===== config.mk =====
export PLATFORM = sky130hd
export DESIGN_NAME = ram_loader_flat
export DESIGN_NICKNAME = d
export VERILOG_FILES = /design/src/rtl/ram_loader_if.sv /design/src/rtl/ram_loader.sv /design/src/flat_wrapper.sv
export SDC_FILE = /design/constraint.sdc
export NUM_CORES = 1
export LEC_CHECK = 0
export ABC_AREA = 1
export CAP_MARGIN = 10
export CORE_ASPECT_RATIO = 1.5
export CORE_MARGIN = 1
export CORE_UTILIZATION = 53
export CTS_CLUSTER_DIAMETER = 120
export DETAILED_ROUTE_END_ITERATION = 6
export GPL_ROUTABILITY_DRIVEN = 0
export GPL_TIMING_DRIVEN = 0
export PLACE_DENSITY = 0.83
export SETUP_SLACK_MARGIN = 0.15
export SLEW_MARGIN = 20
export SYNTH_ARGS = -nofsm -noshare
export SYNTH_HDL_FRONTEND = slang
export SYNTH_SLANG_ARGS = --single-unit

===== constraint.sdc =====
create_clock -name clk -period 4.35 [get_ports clk]
set_clock_uncertainty 0.05 [all_clocks]
set_input_delay 0.435 -clock clk [delete_from_list [all_inputs] [get_ports clk]]
set_output_delay 0.435 -clock clk [all_outputs]
set_load 0.05 [all_outputs]

===== src/rtl/ram_loader_if.sv =====
// rtl/ram_loader_if.sv - nibble stream and RAM control bundle for ram_loader
// Purpose: groups the upstream valid/ready nibble stream and the 16x4 RAM
//          control/data lines into one bundle.
// Signals: in_valid, in_data   stream nibble and its valid (towards loader)
//          in_ready            loader accepts a nibble this cycle
//          ram_cs              RAM chip select, active-high
//          ram_write_en        RAM write enable, 0 = write, 1 = read
//          ram_addr, ram_wdata RAM address and write data
//          ram_rdata           RAM combinational read data (towards loader)
// Modports: master = loader side, slave = stream source / RAM side.
interface ram_loader_if #(
   parameter int DATA_W = 4,
   parameter int ADDR_W = 4
);
   logic              in_valid;
   logic [DATA_W-1:0] in_data;
   logic              in_ready;
   logic              ram_cs;
   logic              ram_write_en;
   logic [ADDR_W-1:0] ram_addr;
   logic [DATA_W-1:0] ram_wdata;
   logic [DATA_W-1:0] ram_rdata;

   modport master (
      input  in_valid, in_data, ram_rdata,
      output in_ready, ram_cs, ram_write_en, ram_addr, ram_wdata
   );

   modport slave (
      output in_valid, in_data, ram_rdata,
      input  in_ready, ram_cs, ram_write_en, ram_addr, ram_wdata
   );
endinterface


===== src/rtl/ram_loader.sv =====
// rtl/ram_loader.sv - fills a 16x4 RAM from a nibble stream, optional verify pass
// Purpose: power-up preload of program/data RAM; an optional second pass of the
//          same stream is compared against RAM read-back.
// Ports:   clk, rst         clock, synchronous active-high reset
//          start, verify_en begin a sequence (IDLE/DONE); verify_en latched with start
//          bus              stream handshake + RAM control (ram_loader_if.master)
//          busy, done       LOAD/VERIFY in progress, sequence complete
//          error, err_addr  sticky verify mismatch and address of the first one
//          checksum         mod-2**DATA_W sum of the nibbles of the last load pass
module ram_loader #(
   parameter int DATA_W = 4,
   parameter int ADDR_W = 4,
   parameter int DEPTH  = 16
) (
   input  logic              clk,
   input  logic              rst,
   input  logic              start,
   input  logic              verify_en,
   ram_loader_if.master      bus,
   output logic              busy,
   output logic              done,
   output logic              error,
   output logic [ADDR_W-1:0] err_addr,
   output logic [DATA_W-1:0] checksum
);

   typedef enum logic [1:0] {S_IDLE, S_LOAD, S_VERIFY, S_DONE} state_t;

   state_t            state;
   state_t            state_next;
   logic [ADDR_W-1:0] count;
   logic [DATA_W-1:0] expected;
   logic              verify_lat;
   logic              final_pending;  // last verify read issued, its compare is this cycle
   logic              accept;
   logic              last_cell;

   assign accept    = bus.in_valid & bus.in_ready;
   assign last_cell = (count == ADDR_W'(DEPTH - 1));

   // state register
   always_ff @(posedge clk) begin
      if (rst) state <= S_IDLE;
      else     state <= state_next;
   end

   // next-state logic
   always_comb begin
      state_next = state;
      case (state)
         S_IDLE, S_DONE: if (start) state_next = S_LOAD;
         S_LOAD:         if (accept && last_cell) state_next = verify_lat ? S_VERIFY : S_DONE;
         S_VERIFY:       if (final_pending) state_next = S_DONE;
         default:        state_next = S_IDLE;
      endcase
   end

   // state-decoded outputs; in_ready drops during the final compare cycle so a
   // seventeenth nibble is never consumed
   always_comb begin
      bus.in_ready = (state == S_LOAD) || ((state == S_VERIFY) && !final_pending);
      busy         = (state == S_LOAD) || (state == S_VERIFY);
      done         = (state == S_DONE);
   end

   // registered RAM strobes and datapath; strobes default to idle every cycle so
   // ram_write_en can only be low together with ram_cs
   always_ff @(posedge clk) begin
      if (rst) begin
         bus.ram_cs       <= 1'b0;
         bus.ram_write_en <= 1'b1;
         bus.ram_addr     <= '0;
         bus.ram_wdata    <= '0;
         count            <= '0;
         expected         <= '0;
         verify_lat       <= 1'b0;
         final_pending    <= 1'b0;
         error            <= 1'b0;
         err_addr         <= '0;
         checksum         <= '0;
      end else begin
         bus.ram_cs       <= 1'b0;
         bus.ram_write_en <= 1'b1;
         case (state)
            S_IDLE, S_DONE: begin
               if (start) begin
                  count         <= '0;
                  error         <= 1'b0;
                  err_addr      <= '0;
                  checksum      <= '0;
                  verify_lat    <= verify_en;
                  final_pending <= 1'b0;
               end
            end
            S_LOAD: begin
               if (accept) begin
                  bus.ram_cs       <= 1'b1;
                  bus.ram_write_en <= 1'b0;
                  bus.ram_addr     <= count;
                  bus.ram_wdata    <= bus.in_data;
                  checksum         <= checksum + bus.in_data;
                  count            <= count + 1'b1;
               end
            end
            S_VERIFY: begin
               // a read strobe presented this cycle is checked against the
               // nibble captured when it was issued; the write strobe left over
               // from the last load beat is excluded by ram_write_en
               if (bus.ram_cs && bus.ram_write_en && (bus.ram_rdata != expected) && !error) begin
                  error    <= 1'b1;
                  err_addr <= bus.ram_addr;
               end
               if (accept) begin
                  bus.ram_cs       <= 1'b1;
                  bus.ram_addr     <= count;
                  expected         <= bus.in_data;
                  count            <= count + 1'b1;
                  if (last_cell) final_pending <= 1'b1;
               end
               if (final_pending) final_pending <= 1'b0;
            end
            default: ;
         endcase
      end
   end

endmodule


===== src/flat_wrapper.sv =====
// flat-port wrapper written by rule: the top's interface ports become plain ports
module ram_loader_flat 
#(
   parameter int DATA_W = 4,
   parameter int ADDR_W = 4,
   parameter int DEPTH  = 16
)
  (clk, rst, start, verify_en, busy, done, error, err_addr, checksum, bus_in_valid, bus_in_data, bus_ram_rdata, bus_in_ready, bus_ram_cs, bus_ram_write_en, bus_ram_addr, bus_ram_wdata);
  ram_loader_if #(.DATA_W(DATA_W), .ADDR_W(ADDR_W)) bus_i ();
  input  logic clk;
  input  logic rst;
  input  logic start;
  input  logic verify_en;
  output logic busy;
  output logic done;
  output logic error;
  output logic [ADDR_W-1:0] err_addr;
  output logic [DATA_W-1:0] checksum;
  input wire logic [$bits(bus_i.in_valid)-1:0] bus_in_valid;
  input wire logic [$bits(bus_i.in_data)-1:0] bus_in_data;
  input wire logic [$bits(bus_i.ram_rdata)-1:0] bus_ram_rdata;
  output wire logic [$bits(bus_i.in_ready)-1:0] bus_in_ready;
  output wire logic [$bits(bus_i.ram_cs)-1:0] bus_ram_cs;
  output wire logic [$bits(bus_i.ram_write_en)-1:0] bus_ram_write_en;
  output wire logic [$bits(bus_i.ram_addr)-1:0] bus_ram_addr;
  output wire logic [$bits(bus_i.ram_wdata)-1:0] bus_ram_wdata;
  assign bus_i.in_valid = bus_in_valid;
  assign bus_i.in_data = bus_in_data;
  assign bus_i.ram_rdata = bus_ram_rdata;
  assign bus_in_ready = bus_i.in_ready;
  assign bus_ram_cs = bus_i.ram_cs;
  assign bus_ram_write_en = bus_i.ram_write_en;
  assign bus_ram_addr = bus_i.ram_addr;
  assign bus_ram_wdata = bus_i.ram_wdata;
  ram_loader #(.DATA_W(DATA_W), .ADDR_W(ADDR_W), .DEPTH(DEPTH)) u_core (.clk(clk), .rst(rst), .start(start), .verify_en(verify_en), .bus(bus_i), .busy(busy), .done(done), .error(error), .err_addr(err_addr), .checksum(checksum));
endmodule

## Yosys cells after proc, flatten, opt, wreduce, memory -nomap -nowiden

Cells that the tools add are included.

- Add/subtract/negate cells: 2
- Multipliers: 0
- Divide/modulo/power cells: 0
- Order comparisons: 0
- Eq/ne operators: 11
- Shift-type cells: 0
- Mux-type cells: 21
- Bitwise operators: 3
- Reductions and logical operators: 25

Operators with widths:

| cell | count |
|---|---|
| 4-bit one-hot mux with 2 select lines | 3 |
| 4-bit 2-to-1 mux | 4 |
| 2-bit AND reduction | 6 |
| 3-bit AND reduction | 3 |
| 1-bit 2-to-1 mux | 8 |
| 2-bit by 1-bit != test with 1-bit output (second input constant) | 4 |
| 2-bit OR reduction | 4 |
| 2-bit 2-to-1 mux | 3 |
| 2-bit one-hot mux with 3 select lines | 1 |
| 1-bit logical AND | 5 |
| 4-bit by 1-bit adder with 4-bit output (second input constant) | 1 |
| 4-bit adder | 1 |
| 2-bit == test (second input constant) | 2 |
| 4-bit == test (second input constant) | 1 |
| 2-bit != test (second input constant) | 2 |
| 4-bit != test | 1 |
| 1-bit one-hot mux with 2 select lines | 2 |
| 2-bit nonzero test | 2 |
| 2-bit by 1-bit == test with 1-bit output (second input constant) | 1 |
| 1-bit logical NOT | 2 |
| 2-bit logical NOT | 1 |
| 1-bit logical OR | 2 |
| 1-bit inverter | 2 |
| 1-bit bitwise AND | 1 |

- Register bits after elaboration: 31
- Latch bits: 0
- Bits in writable memories: 0
- Bits in read-only memories: 0
- Bits of input ports: 13
- Output and inout bits: 22
- Memories kept: 0

## Longest topological paths before layout

Gate-level depths: netlist of the first run.

- Depth in word-level cells: 7
- Gate-level depth with buffers: 12
- Gate-level depth less buffers: 11

## Worst setup path after synthesis of the first run

No wires, ideal clock.

- Path type: register to register
- Start: register u_core.state[0]
- End: register u_core.checksum[3]
- Setup time: 70 ps
- Arrival time: 1688 ps
- Setup slack: 2542 ps
- Stages on the path, launching flop included: 9
- Path through: dfxtp_1 -> inv_1 -> ha_1 -> inv_1 -> nor2_4 -> nor2_4 -> a21boi_1 -> o21ai_1 -> a21oi_1

- Word-level cells in the longest chain between the ends: 6
- Elaborated cells on any way between the ends: 13
- Classes of those cells: eq/ne (5); mux (1); bitwise (1); reduce/logical (6)

Ends and longest elaborated chain:

| element | line | source |
|---|---|---|
| start: declaration | ram_loader.sv:29 | `state_t state;` |
| start signal: assignment | ram_loader.sv:44 | `else state <= state_next;` |
| 2-bit == test | ram_loader.sv:61 | `bus.in_ready = (state == S_LOAD) \|\| ((state == S_VERIFY) && !final_pending);` |
| 1-bit logical AND | ram_loader.sv:61 |  |
| 1-bit logical OR | ram_loader.sv:61 |  |
| 1-bit bitwise AND | ram_loader.sv:38 | `assign accept = bus.in_valid & bus.in_ready;` |
| 2-bit by 1-bit != test with 1-bit output (no source line) | n/a |  |
| 3-bit AND reduction (no source line) | n/a |  |
| end signal: assignment | ram_loader.sv:101 | `checksum <= checksum + bus.in_data;` |
| end: declaration | ram_loader.sv:24 | `output logic [DATA_W-1:0] checksum` |

Several ways; a longest one is shown, not always the timed one.
A chain may end at the register's enable or synchronous reset.

## Final worst setup path of the first run

- Start: register u_core.state[0]
- End: output port busy

- Word-level cells in the longest chain between the ends: 2
- Elaborated cells on any way between the ends: 3
- Classes of those cells: eq/ne (2); reduce/logical (1)

Ends and longest elaborated chain:

| element | line | source |
|---|---|---|
| 2-bit by 1-bit == test with 1-bit output or 2-bit == test (tied branches) | ram_loader.sv:62 | `busy = (state == S_LOAD) \|\| (state == S_VERIFY);` |
| 1-bit logical OR (*) | ram_loader.sv:62 |  |
| end: declaration | flat_wrapper.sv:14 | `output logic busy;` |

Every way passes the cells marked *; elsewhere a longest branch is shown, timed or not.

==> results of run 1 <==
[cell usage after synthesis, drive strengths merged]
| master | number | area [µm²] |
|---|---|---|
| a21oi | 22 | 110 |
| ha | 7 | 87.6 |
| nor2 | 26 | 123 |
| nand3b | 1 | 7.51 |
| nand3 | 8 | 40.0 |
| inv | 31 | 116 |
| dfxtp | 31 | 621 |
| buf | 1 | 11.3 |
| and3b | 1 | 8.76 |
| nand2 | 53 | 236 |
| xor2 | 2 | 17.5 |
| a21boi | 1 | 7.51 |
| fa | 1 | 20.0 |
| o21ai | 15 | 75.1 |
| o31ai | 1 | 7.51 |
| nor3 | 3 | 15.0 |
| clkbuf | 2 | 7.51 |
| o22ai | 1 | 6.26 |
[final cells by class]
type	count	share of cell area (%)
Inverter	31	5.81
Timing Repair Buffer	34	17.0
Multi-Input combinational cell	142	38.0
Tap cell	37	2.31
Buffer	3	0.936
Clock buffer	8	4.99
Sequential cell	31	31.0
[through the flow]
step                hold WS [ns]  util (%)
global placement           0.402      70.4
CTS                        0.414      74.1
finish                     0.414      74.1
global route               0.433      74.1
floorplan                  0.393         -
detailed placement         0.405      70.4
[metal layers]
layer  wire length [µm]  vias up  share of wire (%)  global-route usage [%]
met1               1280      624                 39                    23.6
met4                113        0                3.4                    13.6
met5                  0        -                  0                       0
met3                171       11                5.2                    6.42
li1                   -      737                  -                       -
met2               1730       42                 52                    43.9
[flip-flops by register name, indices dropped and copies added, names as in the netlist]
signal,cells
u_core.checksum,4
u_core.verify_lat,1
u_core.error,1
u_core.bus.ram_cs,1
u_core.bus.ram_addr,4
u_core.count,4
u_core.final_pending,1
u_core.bus.ram_write_en,1
u_core.expected,4
u_core.bus.ram_wdata,4
u_core.err_addr,4
u_core.state,2
[power by group through the flow]
stage | clock [mW] | sequential (mW) | combinational (mW)
final | 0.248 | 0.346 | 0.456
after detailed placement | 0 | 0.352 | 0.455
after global routing | 0.262 | 0.351 | 0.492
after global placement | 0 | 0.352 | 0.447
after CTS | 0.252 | 0.346 | 0.457
after floorplan | 0 | 0.426 | 0.255
[worst register-to-register path, stage by stage (launching register included)]
cell	delay [ns]
dfxtp_1	0.36
inv_1	0.07
ha_1	0.33
inv_1	0.22
nor2_4	0.09
nor2_4	0.17
nand2_2	0.11
nand2_1	0.08
a21oi_1	0.06
[path summary, 6_finish.rpt]
kind,start,endpoint,slack (ns),cells after the start
hold / removal,u_core.err_addr[1]$_SDFFE_PP0P_,u_core.err_addr[1]$_SDFFE_PP0P_,0.41,2
setup / recovery,u_core.state[0]$_SDFFE_PP0P_,busy,1.75,4
setup reg to reg,u_core.state[0]$_SDFFE_PP0P_,u_core.err_addr[3]$_SDFFE_PP0P_,2.68,8
hold reg to reg,u_core.err_addr[1]$_SDFFE_PP0P_,u_core.err_addr[1]$_SDFFE_PP0P_,0.41,2
[cell families (layout without fill, tap and decap cells)]
logic type,count (synthesis),count (layout),synth area share (%)
buf+inv,34,76,8.90
flops,31,31,40.9
fa+ha+maj,8,8,7.09
compound gates,40,40,13.6
xor+xnor,2,2,1.15
simple gates,92,92,28.4
==> results.txt, run 1 <==
The run finished with clean final reports. The largest net degree at the start of global routing is 11. The count of cell types in the netlist came out at 24. The critical-path cell with the highest stage delay is clkdlybuf4s50_1. The final antenna-violating net count came out at 0. The completed layout was analyzed and its total power is 1.05 mW. The warning count from the yosys run came out at 0. The floorplan step set the die width to 45.7 µm. The vertical extent of the die is 67.5 µm. Setup violations remaining at the end of the flow were counted as 0. The post-route standard cell area excluding fillers came out at 0.00200 mm². The routed layout has 1414 vias.

The post-CTS setup buffer count is 0. The clock latency on the worst-skew pair came out at 0.29 ns. The port buffer count is 34. At the pin with the least slew margin, the transition time is 0.522 ns. The total instance count after detailed placement is 278. For this block, the initial DRC count from the detailed router was 36.

Counting every sink on the clock net gives 31. The data arrival time of the critical path came out at 2.11 ns. Cells with a size suffix above 1 make up 8.84% of the layout. Across the VDD grid, the largest voltage drop is 319 µV. The class of the most critical hold timing path is reg2reg. In this run, flip-flops and latches consume 33.0% of the power. For this run, the register share of the synthesized area comes to 40.9%.

The library cell used most frequently in the layout, excluding fill and tap cells, is nand2_1. The path type of the worst setup path is reg2out. The final-report max-slew violation count is 0.

Clock-pin slew was measured on the worst setup and hold paths at 0.06 ns. STA classifies the critical path startpoint as a flop. TritonCTS built the clock tree.

The number of cells produced by synthesis is 207. The root buffer cell is clkbuf_8. The total area of multi-input combinational cells is 762 µm². The synthesis-to-finish area growth came out at 32.1%. The post-cts gate resize count came out at 0. STA classifies the critical path endpoint as an output port.

The standard-cell row count came out at 23. The internal power of the cells is 613 µW. The number of nets in the final layout is 269. Among the stages of the critical path, the cell type that occurs most often is inv_1.

The initial utilization of the core area, before any placement, comes to 56.1%. The number of global-route vias before repair is 1272. Setup repair after global routing left no endpoint under its margin. The number of nets handed over by synthesis was 228. After legalization and detailed placement, the total HPWL measured 2510 µm. The buffer depth of the longest clock path is 2. The fraction of power spent switching nets is 41.6%. For this design the ratio of total power to cell area is 524 mW/mm². The minimum setup slack in the final design came out at 1.75 ns. The cell area after placement came out at 0.00190 mm². In the layout the commonest cells are nand2_1, clkdlybuf4s50_1, dfxtp_1. The final hold violation count came out at 0.

The iteration count of the initial detailed-routing pass came out at 4. The setup total negative slack came out at 0 ns. The detailed-route wire length came out at 3290 µm. After synthesis the cells add up to 0.00152 mm². Dividing the detail-routed via count by the number of cells gives 4.94. Global routing consumed, over all layers together, 24.2% of the routing resources.

In this run the worst path has a maximum fanout of 5. The largest incremental delay on the critical path came out at 0.85 ns. The global-route wire length before repair is 5220 µm.

The combinational cell fraction of total power is 43.4%. The total clock buffers created by CTS is 5. The net switching power came out at 437 µW.

The clock network fraction of design power came out at 23.6%. The count of hold-fix buffers inserted at cts is 0. The routed length per instance is 11.5 µm.

The layout filler cell count came out at 237. Grouping stages by cell kind, the critical path spends the most delay in buffers and inverters. In this run the static leakage power is 0.872 nW. The number of max-cap violations is 0.

Traced cell by cell, the critical path runs through inv_1, ha_1, inv_1, clkdlybuf4s50_1. The area taken by flip-flops and latches came out at 621 µm². The H-tree level count came out at 2.

The initial antenna violation count came out at 0. The overall die area is 0.00309 mm². The residual overflow from global routing is 0. The worst pin sits at a relative slew slack of 65.1%.

The remaining design rule violation count is 0. The required time of the critical path is 3.87 ns. The top achievable clock speed is 385 MHz. The time the worst path needs with I/O delays and setup is 2.60 ns.

At the placement stage, the worst setup path has a slack of 2.05 ns. The number of primary I/O pins came out at 35. The non-filler instance count after layout came out at 286. The average size of a mapped cell came out at 7.33 µm².

The period utilization came out at 59.7%. The post-synthesis register bit count came out at 31. 0 antenna diodes ended up in the layout.

The core footprint came out at 0.00271 mm². The worst path buffer plus inverter count came out at 3.
Power figures use the tool's default switching activity.
==> inputs of run 2 (changes only) <==
--- a/config.mk
+++ b/config.mk
@@ -9,12 +9,12 @@
 export CAP_MARGIN = 10
 export CORE_ASPECT_RATIO = 1.5
 export CORE_MARGIN = 1
-export CORE_UTILIZATION = 53
+export CORE_UTILIZATION = 49
 export CTS_CLUSTER_DIAMETER = 120
 export DETAILED_ROUTE_END_ITERATION = 6
 export GPL_ROUTABILITY_DRIVEN = 0
 export GPL_TIMING_DRIVEN = 0
-export PLACE_DENSITY = 0.83
+export PLACE_DENSITY = 0.77
 export SETUP_SLACK_MARGIN = 0.15
 export SLEW_MARGIN = 20
 export SYNTH_ARGS = -nofsm -noshare
==> constraint.sdc (replaced) <==
create_clock -name clk -period 2.7 [get_ports clk]
set_clock_uncertainty 0.05 [all_clocks]
set_input_delay 0.27 -clock clk [delete_from_list [all_inputs] [get_ports clk]]
set_output_delay 0.27 -clock clk [all_outputs]
set_load 0.05 [all_outputs]
==> results.txt, run 2 (synthesized netlist as in run 1, its figures left out) <==
The routed length per instance is 11.7 µm (+1.6%). The cell area after placement came out at 0.00191 mm² (+0.13%). The total global routing track utilization came out at 23.3% (-0.82 points).

The critical path in this run is classified as reg2out. The gate family responsible for the most delay along the worst path is buffers and inverters. TritonCTS built the clock tree. Derived from the worst setup path, the maximum achievable clock frequency is 409 MHz. The count of hold-fix buffers inserted at cts came to 0 (unchanged). The H-tree level count was 2 (unchanged).

The core footprint is 0.00291 mm² (+7.7%). The most numerous cell type found on the critical path is inv_1. The die outline width is 47.4 µm (+3.8%). The residual overflow from global routing is 0 (unchanged). The largest incremental delay on the critical path came out at 0.85 ns (about the same). The signal on the critical path passes through inv_1, ha_1, inv_1, clkdlybuf4s50_1.

The minimum setup slack in the final design came out at 0.257 ns (-1.50 ns). The power density over cell area came out at 840 mW/mm² (+60%). The synthesis-to-finish area growth came out at 32.2%. The static power due to leakage was 0.872 nW (unchanged).

The period utilization is 90.5%. The final count of negative-setup-slack endpoints came out at 0 (unchanged). The number of max-cap violations came out at 0 (unchanged). The root buffer cell is clkbuf_8. The maximum vdd ir drop came out at 513 µV (+61%). The number of nets in the final layout was 269 (unchanged). The layout filler cell count is 271 (+14%). The iteration count of the initial detailed-routing pass came out at 4 (unchanged). The flow ran to the end, and the final reports show no timing, DRC or antenna violations. The standard-cell row count was 24 (+4.3%). The post-CTS setup buffer count came out at 0 (unchanged). The placement-stage worst setup slack came out at 0.558 ns (-1.49 ns).

The largest fanout of any net on the critical path came out at 5 (unchanged). The worst path buffer plus inverter count was 3 (unchanged). The global-route wire length before repair is 5480 µm (+5.0%).

The total clock buffers created by CTS came out at 5 (unchanged). The detailed router's first-iteration violation count came to 26 (-28%). The worst hold-check slack is 0.410 ns (-0.00455 ns). The vertical extent of the die came out at 70.2 µm (+3.9%). The initial antenna violation count was 0 (unchanged).

The antenna diode count came out at 0 (unchanged). The post-cts gate resize count was 0 (unchanged). The buffer depth of the longest clock path is 2 (unchanged). The effective utilization at floorplan came out at 52.1% (-4.0 points). The time the worst path needs with I/O delays and setup came out at 2.44 ns. The clock sink total came out at 31 (unchanged).

The overall die area is 0.00333 mm² (+7.9%). STA classifies the critical path endpoint as an output port. The final antenna-violating net count came out at 0 (unchanged). The worst setup path is launched from a flop. Setup repair after global routing left no endpoint under its margin. The required time of the critical path is 2.38 ns (-1.49 ns). The setup total negative slack came to 0 ns (unchanged). The port buffer count came to 34 (unchanged).

The leading cell type in the layout, fill and taps excluded is nand2_1. The clock edge transition at the registers on the reported setup and hold paths is 0.06 ns (about the same). The actual slew at the worst max-slew pin is 0.494 ns (-0.0275 ns). The final hold violation count is 0 (unchanged). The remaining design rule violation count is 0 (unchanged). The via count came out at 1416 (+0.14%). The detailed-route wire length came out at 3370 µm (+2.3%).

Among all stages on the critical path, the largest delay is contributed by clkdlybuf4s50_1. The relative slew slack came out at 66.9% (+1.8 points). The largest net degree at the start of global routing is 11 (unchanged).

The total instance count after detailed placement is 280 (+0.72%). The library cells used most frequently in the layout, excluding fill and tap cells, are nand2_1, clkdlybuf4s50_1, dfxtp_1. The clock latency on the worst-skew pair is 0.29 ns (about the same). The post-layout utilization of the core is 68.9% (-5.2 points).

The via density per instance came out at 4.92 (-0.55%). The share of final-layout standard cells stronger than drive strength 1 came out at 8.84% (unchanged). The number of global-route vias before repair came out at 1357 (+6.7%). The post-route standard cell area excluding fillers came out at 0.00201 mm² (+0.12%). The post-route total power came out at 1.69 mW (+61%). The non-filler instance count after layout was 288 (+0.70%). The number of primary I/O pins came out at 35 (unchanged). The data arrival time of the critical path came to 2.12 ns (about the same).

The final-report max-slew violation count is 0 (unchanged). The placed wire-length estimate was 2590 µm (+3.1%). The min-delay analysis places its worst path in the category reg2reg.
## run 2: final cells by class
class	count	area (µm²)	area share (%)
buffer	3	18.8	0.935
clock buffer	8	100	4.99
inverter	31	116	5.80
multi-input combinational	142	762	38.0
sequential	31	621	30.9
tap	39	48.8	2.43
timing repair buffer	34	340	17.0
## run 2: power breakdown
group / switching [mW] / internal [mW] / total [mW]
Combinational: 0.492 / 0.237 / 0.729
Clock: 0.165 / 0.232 / 0.398
Sequential: 0.0430 / 0.517 / 0.560
## run 2: final timing paths
kind	startpoint	endpoint	slack (ns)	cells past startpoint
max	u_core.state[0]$_SDFFE_PP0P_	busy	0.26	4
min	u_core.err_addr[2]$_SDFFE_PP0P_	u_core.err_addr[2]$_SDFFE_PP0P_	0.41	2
max reg2reg	u_core.state[0]$_SDFFE_PP0P_	u_core.checksum[3]$_SDFFE_PP0P_	1.02	8
min reg2reg	u_core.err_addr[2]$_SDFFE_PP0P_	u_core.err_addr[2]$_SDFFE_PP0P_	0.41	2
## run 2: worst reg2reg max path, cell delays in order (launching register included)
cell,delay [ns]
dfxtp_1,0.37
inv_1,0.08
ha_1,0.32
inv_1,0.22
nor2_4,0.10
nor2_4,0.13
a21boi_1,0.16
o21ai_1,0.08
a21oi_1,0.12
## run 2: metal layers
metal  global-route usage, %  vias to the layer above  share of wire (%)
li1                        -                      734                  -
met1                    23.6                      633                 40
met2                    38.1                       36                 51
met3                    6.46                       13                4.2
met4                    16.5                        0                4.7
met5                       0                        -                  0
==> inputs of run 3 (changes only) <==
--- a/config.mk
+++ b/config.mk
@@ -12,7 +12,6 @@
 export CORE_UTILIZATION = 49
 export CTS_CLUSTER_DIAMETER = 120
 export DETAILED_ROUTE_END_ITERATION = 6
-export GPL_ROUTABILITY_DRIVEN = 0
 export GPL_TIMING_DRIVEN = 0
 export PLACE_DENSITY = 0.77
 export SETUP_SLACK_MARGIN = 0.15
==> results of run 3 <==
Same layout as run 2: the final DEF is identical, and so are final timing and power.
